[config.mk]
export PLATFORM = sky130hd
export DESIGN_NAME = qtr_emu_flat
export DESIGN_NICKNAME = d
export VERILOG_FILES = /design/src/rtl/qtr_pkg.sv /design/src/rtl/qtr_emu_if.sv /design/src/rtl/qtr_tick_gen.sv /design/src/rtl/qtr_emu.sv /design/src/flat_wrapper.sv
export SDC_FILE = /design/constraint.sdc
export NUM_CORES = 1
export LEC_CHECK = 0
export ABC_AREA = 0
export CAP_MARGIN = 0
export CORE_MARGIN = 10
export CORE_UTILIZATION = 59
export CTS_CLUSTER_DIAMETER = 50
export CTS_CLUSTER_SIZE = 14
export DETAILED_ROUTE_END_ITERATION = 8
export DONT_BUFFER_PORTS = 1
export PLACE_DENSITY = 0.75
export RECOVER_POWER = 100
export SLEW_MARGIN = 25
export SYNTH_ARGS = -nofsm -noshare
export SYNTH_HDL_FRONTEND = slang
export SYNTH_SLANG_ARGS = --single-unit
[constraint.sdc]
create_clock -name clk -period 2.5 [get_ports clk]
set_input_delay 0.375 -clock clk [delete_from_list [all_inputs] [get_ports clk]]
set_output_delay 0.375 -clock clk [all_outputs]
set_load 0.01 [all_outputs]
[src/rtl/qtr_pkg.sv]
// qtr_pkg: definitions shared by the QTR emulator and the QTR timing reader.
//   - qtr_state_e : emulator state encoding (3-bit)
//   - ten_us_count: clock cycles per 10us tick for a given clock frequency.
//     The reader and the emulator both derive their tick length from it, so
//     their idea of "one 10us unit" always agrees.
package qtr_pkg;

  typedef enum logic [2:0] {
    ST_IDLE      = 3'd0,
    ST_CHARGE    = 3'd1,
    ST_HOLD_HIGH = 3'd2,
    ST_DRIVE_LOW = 3'd3,
    ST_WAIT_LOW  = 3'd4
  } qtr_state_e;

  localparam int unsigned QTR_CLK_FREQUENCY_DEF = 60_000_000;
  // Charge/tick counters; the tick length must stay below 1024 cycles.
  localparam int unsigned QTR_CNT_W = 10;
  // Reflectance value width, in 10us units.
  localparam int unsigned QTR_VAL_W = 8;

  function automatic int unsigned ten_us_count(input int unsigned clk_frequency);
    return clk_frequency / 100_000;
  endfunction

endpackage

[src/rtl/qtr_emu_if.sv]
// qtr_emu_if: host-side and pad-side signals of one emulated QTR channel.
//   value_in     reflectance value to emulate, in 10us units
//   qtr_pin_in   raw line level from the I/O buffer (asynchronous)
//   qtr_ctrl_in  host LED control, 1 = LED on
//   qtr_out_en   pad output enable, 0 = tri-state
//   qtr_out_sig  pad output level when enabled
//   busy         emulator is not idle
//   done         one-cycle pulse when a discharge completes
//   err_short    one-cycle pulse when a charge pulse was too short
// master: the environment driving the emulator; slave: the emulator itself.
interface qtr_emu_if;
  import qtr_pkg::*;

  logic [QTR_VAL_W-1:0] value_in;
  logic                 qtr_pin_in;
  logic                 qtr_ctrl_in;
  logic                 qtr_out_en;
  logic                 qtr_out_sig;
  logic                 busy;
  logic                 done;
  logic                 err_short;

  modport master (
    output value_in, qtr_pin_in, qtr_ctrl_in,
    input  qtr_out_en, qtr_out_sig, busy, done, err_short
  );

  modport slave (
    input  value_in, qtr_pin_in, qtr_ctrl_in,
    output qtr_out_en, qtr_out_sig, busy, done, err_short
  );

endinterface

[src/rtl/qtr_tick_gen.sv]
// qtr_tick_gen: free-running 10us tick counter with synchronous clear.
//   clk, rst  system clock, asynchronous active-high reset
//   clr_i     restart the period from zero (wins over en_i)
//   en_i      advance the counter this cycle
//   tick_o    high on the last cycle of each TICK_COUNT-cycle period
// With clr_i on cycle N and en_i held from N+1, tick_o fires on cycles
// N+TICK_COUNT, N+2*TICK_COUNT, ...
module qtr_tick_gen
  import qtr_pkg::*;
#(
  parameter int unsigned TICK_COUNT = ten_us_count(QTR_CLK_FREQUENCY_DEF)
) (
  input  logic clk,
  input  logic rst,
  input  logic clr_i,
  input  logic en_i,
  output logic tick_o
);

  localparam logic [QTR_CNT_W-1:0] LAST = QTR_CNT_W'(TICK_COUNT - 1);

  logic [QTR_CNT_W-1:0] cnt_q;
  logic [QTR_CNT_W-1:0] cnt_d;

  always_comb begin
    cnt_d = cnt_q;
    if (clr_i) begin
      cnt_d = '0;
    end else if (en_i) begin
      cnt_d = (cnt_q == LAST) ? '0 : cnt_q + QTR_CNT_W'(1);
    end
  end

  always_ff @(posedge clk or posedge rst) begin
    if (rst) begin
      cnt_q <= '0;
    end else begin
      cnt_q <= cnt_d;
    end
  end

  assign tick_o = en_i && !clr_i && (cnt_q == LAST);

endmodule

[src/rtl/qtr_emu.sv]
// qtr_emu: responder end of the QTR charge/discharge protocol.
// Watches the line; after a valid charge pulse it holds the line high for
// value x 10us, drives it low briefly and releases it.
//   clk    system clock
//   reset  asynchronous active-high reset; tri-states the pad at once
//   bus    qtr_emu_if.slave (value/LED inputs, raw pin, pad drive, status)
//
// state        | meaning
// -------------+-------------------------------------------------------
// ST_IDLE      | pad tri-stated, waiting for the host to charge the line
// ST_CHARGE    | counting synchronized-high cycles of the charge pulse
// ST_HOLD_HIGH | driving high, one value unit consumed per 10us tick
// ST_DRIVE_LOW | driving low for LOW_HOLD_CYCLES to discharge the line
// ST_WAIT_LOW  | tri-stated, waiting for the line to read low again
module qtr_emu
  import qtr_pkg::*;
#(
  parameter int unsigned          CLK_FREQUENCY   = QTR_CLK_FREQUENCY_DEF,
  parameter int unsigned          TEN_US_COUNT    = ten_us_count(CLK_FREQUENCY),
  parameter int unsigned          CHARGE_CYCLES   = TEN_US_COUNT,
  parameter int unsigned          LOW_HOLD_CYCLES = 4,
  parameter logic [QTR_VAL_W-1:0] DARK_VALUE      = 8'd255
) (
  input  logic     clk,
  input  logic     reset,
  qtr_emu_if.slave bus
);

  // The IDLE cycle that first sees the line high already counts as one
  // high sample, so CHARGE needs CHARGE_CYCLES-1 more; the counter starts
  // at 0 on the first CHARGE cycle and the last sample arrives at
  // CHARGE_CYCLES-2.
  localparam logic [QTR_CNT_W-1:0] CHARGE_LAST = QTR_CNT_W'(CHARGE_CYCLES - 2);
  localparam logic [QTR_CNT_W-1:0] LOW_LAST    = QTR_CNT_W'(LOW_HOLD_CYCLES - 1);

  logic                 sync1_q;
  logic                 pin_s_q;
  qtr_state_e           state_q;
  qtr_state_e           state_d;
  logic [QTR_CNT_W-1:0] cnt_q;
  logic [QTR_CNT_W-1:0] cnt_d;
  logic [QTR_VAL_W-1:0] v_q;
  logic [QTR_VAL_W-1:0] v_d;
  logic                 out_en_q;
  logic                 out_en_d;
  logic                 sig_q;
  logic                 sig_d;
  logic                 done_q;
  logic                 done_d;
  logic                 err_q;
  logic                 err_d;
  logic [QTR_VAL_W-1:0] snap_v;
  logic                 tick_clr;
  logic                 tick_en;
  logic                 tick;

  always_ff @(posedge clk or posedge reset) begin
    if (reset) begin
      sync1_q <= 1'b0;
      pin_s_q <= 1'b0;
    end else begin
      sync1_q <= bus.qtr_pin_in;
      pin_s_q <= sync1_q;
    end
  end

  qtr_tick_gen #(
    .TICK_COUNT (TEN_US_COUNT)
  ) u_tick (
    .clk    (clk),
    .rst    (reset),
    .clr_i  (tick_clr),
    .en_i   (tick_en),
    .tick_o (tick)
  );

  always_comb begin
    state_d  = state_q;
    cnt_d    = cnt_q;
    v_d      = v_q;
    done_d   = 1'b0;
    err_d    = 1'b0;
    tick_clr = 1'b0;
    tick_en  = 1'b0;
    snap_v   = bus.qtr_ctrl_in ? bus.value_in : DARK_VALUE;

    case (state_q)
      ST_IDLE: begin
        if (pin_s_q) begin
          cnt_d   = '0;
          state_d = ST_CHARGE;
        end
      end

      ST_CHARGE: begin
        if (!pin_s_q) begin
          err_d   = 1'b1;
          state_d = ST_IDLE;
        end else if (cnt_q == CHARGE_LAST) begin
          // Snapshot: later value/LED changes must not touch this reading.
          v_d      = snap_v;
          cnt_d    = '0;
          tick_clr = 1'b1;
          state_d  = (snap_v == '0) ? ST_DRIVE_LOW : ST_HOLD_HIGH;
        end else begin
          cnt_d = cnt_q + QTR_CNT_W'(1);
        end
      end

      ST_HOLD_HIGH: begin
        tick_en = 1'b1;
        if (tick) begin
          v_d = v_q - QTR_VAL_W'(1);
          if (v_q == QTR_VAL_W'(1)) begin
            cnt_d   = '0;
            state_d = ST_DRIVE_LOW;
          end
        end
      end

      ST_DRIVE_LOW: begin
        if (cnt_q == LOW_LAST) begin
          done_d  = 1'b1;
          cnt_d   = '0;
          state_d = ST_WAIT_LOW;
        end else begin
          cnt_d = cnt_q + QTR_CNT_W'(1);
        end
      end

      ST_WAIT_LOW: begin
        // Our own released high level must not look like a new charge.
        if (!pin_s_q) begin
          state_d = ST_IDLE;
        end
      end

      default: begin
        state_d = ST_IDLE;
        cnt_d   = '0;
        v_d     = '0;
      end
    endcase

    // Pad drive is registered from the next state so it lines up exactly
    // with the state it belongs to.
    out_en_d = (state_d == ST_HOLD_HIGH) || (state_d == ST_DRIVE_LOW);
    sig_d    = (state_d == ST_HOLD_HIGH);
  end

  always_ff @(posedge clk or posedge reset) begin
    if (reset) begin
      state_q  <= ST_IDLE;
      cnt_q    <= '0;
      v_q      <= '0;
      out_en_q <= 1'b0;
      sig_q    <= 1'b0;
      done_q   <= 1'b0;
      err_q    <= 1'b0;
    end else begin
      state_q  <= state_d;
      cnt_q    <= cnt_d;
      v_q      <= v_d;
      out_en_q <= out_en_d;
      sig_q    <= sig_d;
      done_q   <= done_d;
      err_q    <= err_d;
    end
  end

  assign bus.qtr_out_en  = out_en_q;
  assign bus.qtr_out_sig = sig_q;
  assign bus.busy        = (state_q != ST_IDLE);
  assign bus.done        = done_q;
  assign bus.err_short   = err_q;

endmodule

[src/flat_wrapper.sv]
// flat-port wrapper written by rule: the top's interface ports become plain ports
module qtr_emu_flat import qtr_pkg::*;
#(
  parameter int unsigned          CLK_FREQUENCY   = QTR_CLK_FREQUENCY_DEF,
  parameter int unsigned          TEN_US_COUNT    = ten_us_count(CLK_FREQUENCY),
  parameter int unsigned          CHARGE_CYCLES   = TEN_US_COUNT,
  parameter int unsigned          LOW_HOLD_CYCLES = 4,
  parameter logic [QTR_VAL_W-1:0] DARK_VALUE      = 8'd255
)
  (clk, reset, bus_value_in, bus_qtr_pin_in, bus_qtr_ctrl_in, bus_qtr_out_en, bus_qtr_out_sig, bus_busy, bus_done, bus_err_short);
  qtr_emu_if bus_i ();
  input  logic clk;
  input  logic reset;
  input wire logic [$bits(bus_i.value_in)-1:0] bus_value_in;
  input wire logic [$bits(bus_i.qtr_pin_in)-1:0] bus_qtr_pin_in;
  input wire logic [$bits(bus_i.qtr_ctrl_in)-1:0] bus_qtr_ctrl_in;
  output wire logic [$bits(bus_i.qtr_out_en)-1:0] bus_qtr_out_en;
  output wire logic [$bits(bus_i.qtr_out_sig)-1:0] bus_qtr_out_sig;
  output wire logic [$bits(bus_i.busy)-1:0] bus_busy;
  output wire logic [$bits(bus_i.done)-1:0] bus_done;
  output wire logic [$bits(bus_i.err_short)-1:0] bus_err_short;
  assign bus_i.value_in = bus_value_in;
  assign bus_i.qtr_pin_in = bus_qtr_pin_in;
  assign bus_i.qtr_ctrl_in = bus_qtr_ctrl_in;
  assign bus_qtr_out_en = bus_i.qtr_out_en;
  assign bus_qtr_out_sig = bus_i.qtr_out_sig;
  assign bus_busy = bus_i.busy;
  assign bus_done = bus_i.done;
  assign bus_err_short = bus_i.err_short;
  qtr_emu #(.CLK_FREQUENCY(CLK_FREQUENCY), .TEN_US_COUNT(TEN_US_COUNT), .CHARGE_CYCLES(CHARGE_CYCLES), .LOW_HOLD_CYCLES(LOW_HOLD_CYCLES), .DARK_VALUE(DARK_VALUE)) u_core (.clk(clk), .reset(reset), .bus(bus_i));
endmodule
==> results.md <==
- Max frequency: 0.458 GHz
- PwrDens: 500 mW/mm²
- Mux contribution to synthesized area: 1.48%
- RR Startpoint: u_core.cnt_q[5]
- CP Data Required Time: 2710 ps
- MaxCap Viol Count: 1
- Cells after synthesis: 242
- Distinct cells, synth: 50
- Final GP Congestion: 0.790
- Failing checks: capacitance limit, slew limit
- Dpl cells: 285
- YS warnings: 0
- Setup TNS: 0 ps
- Vias in the first global route: 1,624
- P_int: 877 µW
- Fraction of the mapped netlist area in simple logic gates: 27.1%
- Cell taking the most area after synthesis: dfrtp_1
- Slowest-stage cell, CP: or4_4
- Hold Crit Start: bus_qtr_pin_in
- Largest cells by area after synthesis: dfrtp_1 42%, nand3_1 4.1%, nor2_1 3.4%, a21oi_1 3.2%, ha_1 2.8%
- Top_reg_cell synth: dfrtp_1
- # setup viols final: 0
- Rows: 22
- Pin count of the biggest net entering global routing: 38
- Post-Synth Adder-Cell Area: 2.85%
- Non-Filler Instances: 292
- Gate power share: 8.3%
- P_sw: 289 µW
- Syn Area/Cell: 9.07 µm²
- Drt initial violations: 131
- WHS Endpoint: u_core.sync1_q
- FF-to-FF End: u_core.v_q[3]
- Initial antenna violation count: 0
- Core ar.: 0.00363 mm²
- Area delta synth->final: 6.27%
- Total track usage: 14.7%
- Min-delay worst type: in -> reg
- Vias per cell: 6.20
- TritonCTS Sinks: 37
- Number of I/O pins: 17
- Switching share of power: 24.8%
- Leak pwr: 0.983 nW
- Wirelength per Cell: 15.9 µm
- Commonest cells post-synth: 37 x dfrtp_1, 20 x nor2_1, 18 x nand3_1, 15 x nand2_1, 14 x a21oi_1
- Number of setup buffers added after CTS: 0
- Clock Latency Late Sink: 290 ps
- Final Hold Viols: 0
- Die width: 81.0 µm
- Vias: 1,811
- Largest family of logic cells by synthesized area: simple AND/OR/NAND/NOR gates
- Hold slack: 118 ps
- Clock slew at reported path FFs: 70 ps
- Sequential share of power: 55.8%
- Seq cells post-synth: 37
- Worst path max stage delay: 580 ps
- Clock share of power: 35.9%
- RSZ-0062 raised after global routing: no
- Status: complete, but fails checks
- CTS hold repair buffers: 0
- Least-Margin Pin Slew: 1940 ps
- Cts repair resizes: 0
- Die height: 81.0 µm
- Residual DRC: 0
- Htree depth: 2
- Number of synthesized flops with an enable pin: 0
- Slew headroom: -29.4%
- CP Max Fanout: 9
- XOR/XNOR Fraction of Synth Area: 2.79%
- Syn Nets: 259
- Share of cells above drive strength 1: 9.02%
- FFs w/ async S/R, synth: 100%
- Reg2reg path depth: 5
- Buffers on Ports: 0
- HPWL after DPL: 3.33 mm
- Max IR drop VDD: 0.409 mV
- Num CTS Buffers: 5
- Post-Syn Area: 0.00220 mm²
- Worst EP arrival: 2390 ps
- Minimum clock period: 2180 ps
- Type of origin of the critical path: register
- R2R Setup Slk: 320 ps
- Remaining global-route overflow: 0
- Worst hold stages: 0
- CP Capture Type: register
- Post-synthesis compound-gate area fraction: 19.1%
- Clock root buffer: clkbuf_8
- Die area: 0.00656 mm²
- CP Cell Sequence: or4_4 -> nor4_1 -> o31ai_1 -> clkbuf_1 -> o2bb2ai_1
- CTS tree: done
- ANT nets after route: 0
- Max Transition Viols Final: 38
- Crit Path Class: reg -> reg
- DRT Wirelength: 4.66 mm
- First-pass GRT wire length: 7.80 mm
- Sequential cell area fraction in the yosys report: 42.2%
- Final #Nets: 261
- Clk_skew: 7.36 ps
- Starting density of the core: 60.4%
- TritonRoute pass-1 iters: 4
- CTS Buffer Depth: 2
- Final cycle utilization of the critical path: 87.3%
- Antenna cells: 0
- Area share of the leading cell type in the synthesized netlist: 42.2%
- Top-count cell post-synth: dfrtp_1
## power by group through the flow
stage | Sequential, mW | Combinational [mW] | Clock, mW
final | 0.651 | 0.0969 | 0.418
after global routing | 0.656 | 0.110 | 0.456
after CTS | 0.650 | 0.0989 | 0.428
after detailed placement | 0.662 | 0.0983 | 0
after global placement | 0.661 | 0.0968 | 0
after floorplan | 0.646 | 0.0906 | 0
## cell type report
cell class | count | area [µm²]
timing repair buffer | 8 | 48.8
sequential | 37 | 926
multi-input combinational | 181 | 1170
fill | 320 | 1300
tap | 48 | 60.1
clock buffer | 7 | 86.3
inverter | 11 | 41.3
## state kept, by name (all words and copies together) (netlist names)
| register | flops |
|---|---|
| u_core.bus.qtr_out_en | 1 |
| u_core.pin_s_q | 1 |
| u_core.cnt_q | 10 |
| u_core.bus.err_short | 1 |
| u_core.sync1_q | 1 |
| u_core.state_q | 3 |
| u_core.bus.qtr_out_sig | 1 |
| u_core.v_q | 8 |
| u_core.bus.done | 1 |
| u_core.u_tick.cnt_q | 10 |
## logic make-up (layout without fill, tap and decap cells)
logic type,after synthesis,in the layout
and+or+nand+nor,107,107
AOI/OAI and AO/OA,59,59
buffers and inverters,24,26
xor gates and xnor gates,7,7
adders and majority gates,5,5
muxes,3,3
DFF,37,37
## cells in the final DEF (no fill, tap or decap), types with 7 or more instances in the layout
master	instances
dfrtp_1	37
nor2_1	20
nand3_1	18
nand2_1	15
a21oi_1	14
inv_1	11
o31ai_1	8
o21ai_0	7
xor2_1	7
## how the worst max path moves through the flow
stage	from	endpoint	slack, ps	cells after the start
finish	u_core.cnt_q[5]	u_core.v_q[3]	320	5
global route	u_core.cnt_q[5]	u_core.u_tick.cnt_q[5]	60	5
CTS	u_core.cnt_q[5]	u_core.u_tick.cnt_q[7]	290	5
detailed placement	u_core.cnt_q[5]	u_core.u_tick.cnt_q[7]	290	5
global placement	u_core.cnt_q[5]	u_core.u_tick.cnt_q[8]	330	5
floorplan	u_core.cnt_q[5]	u_core.u_tick.cnt_q[9]	350	6
## critical path, delay by kind of cell (launching register included)
family,cells,cell delay (ps)
buf+inv,1,220
compound gates,2,400
flops,1,460
simple gates,2,1020
## through the flow
step	area [µm²]	total power, mW	setup slack, ps	util (%)
finish	2330	1.17	317	64.2
global route	2330	1.22	57.4	64.2
CTS	2340	1.18	294	64.5
detailed placement	2260	0.760	292	62.2
global placement	2260	0.757	333	62.2
floorplan	2200	0.737	349	-
## metal layers
layer,track usage [%],vias up,wire length [µm]
li1,-,900,-
met1,21.4,870,2350
met2,21.3,34,2080
met3,2.98,7,165
met4,4.67,0,60
met5,0,-,0
(Power assumes the default switching activity.)
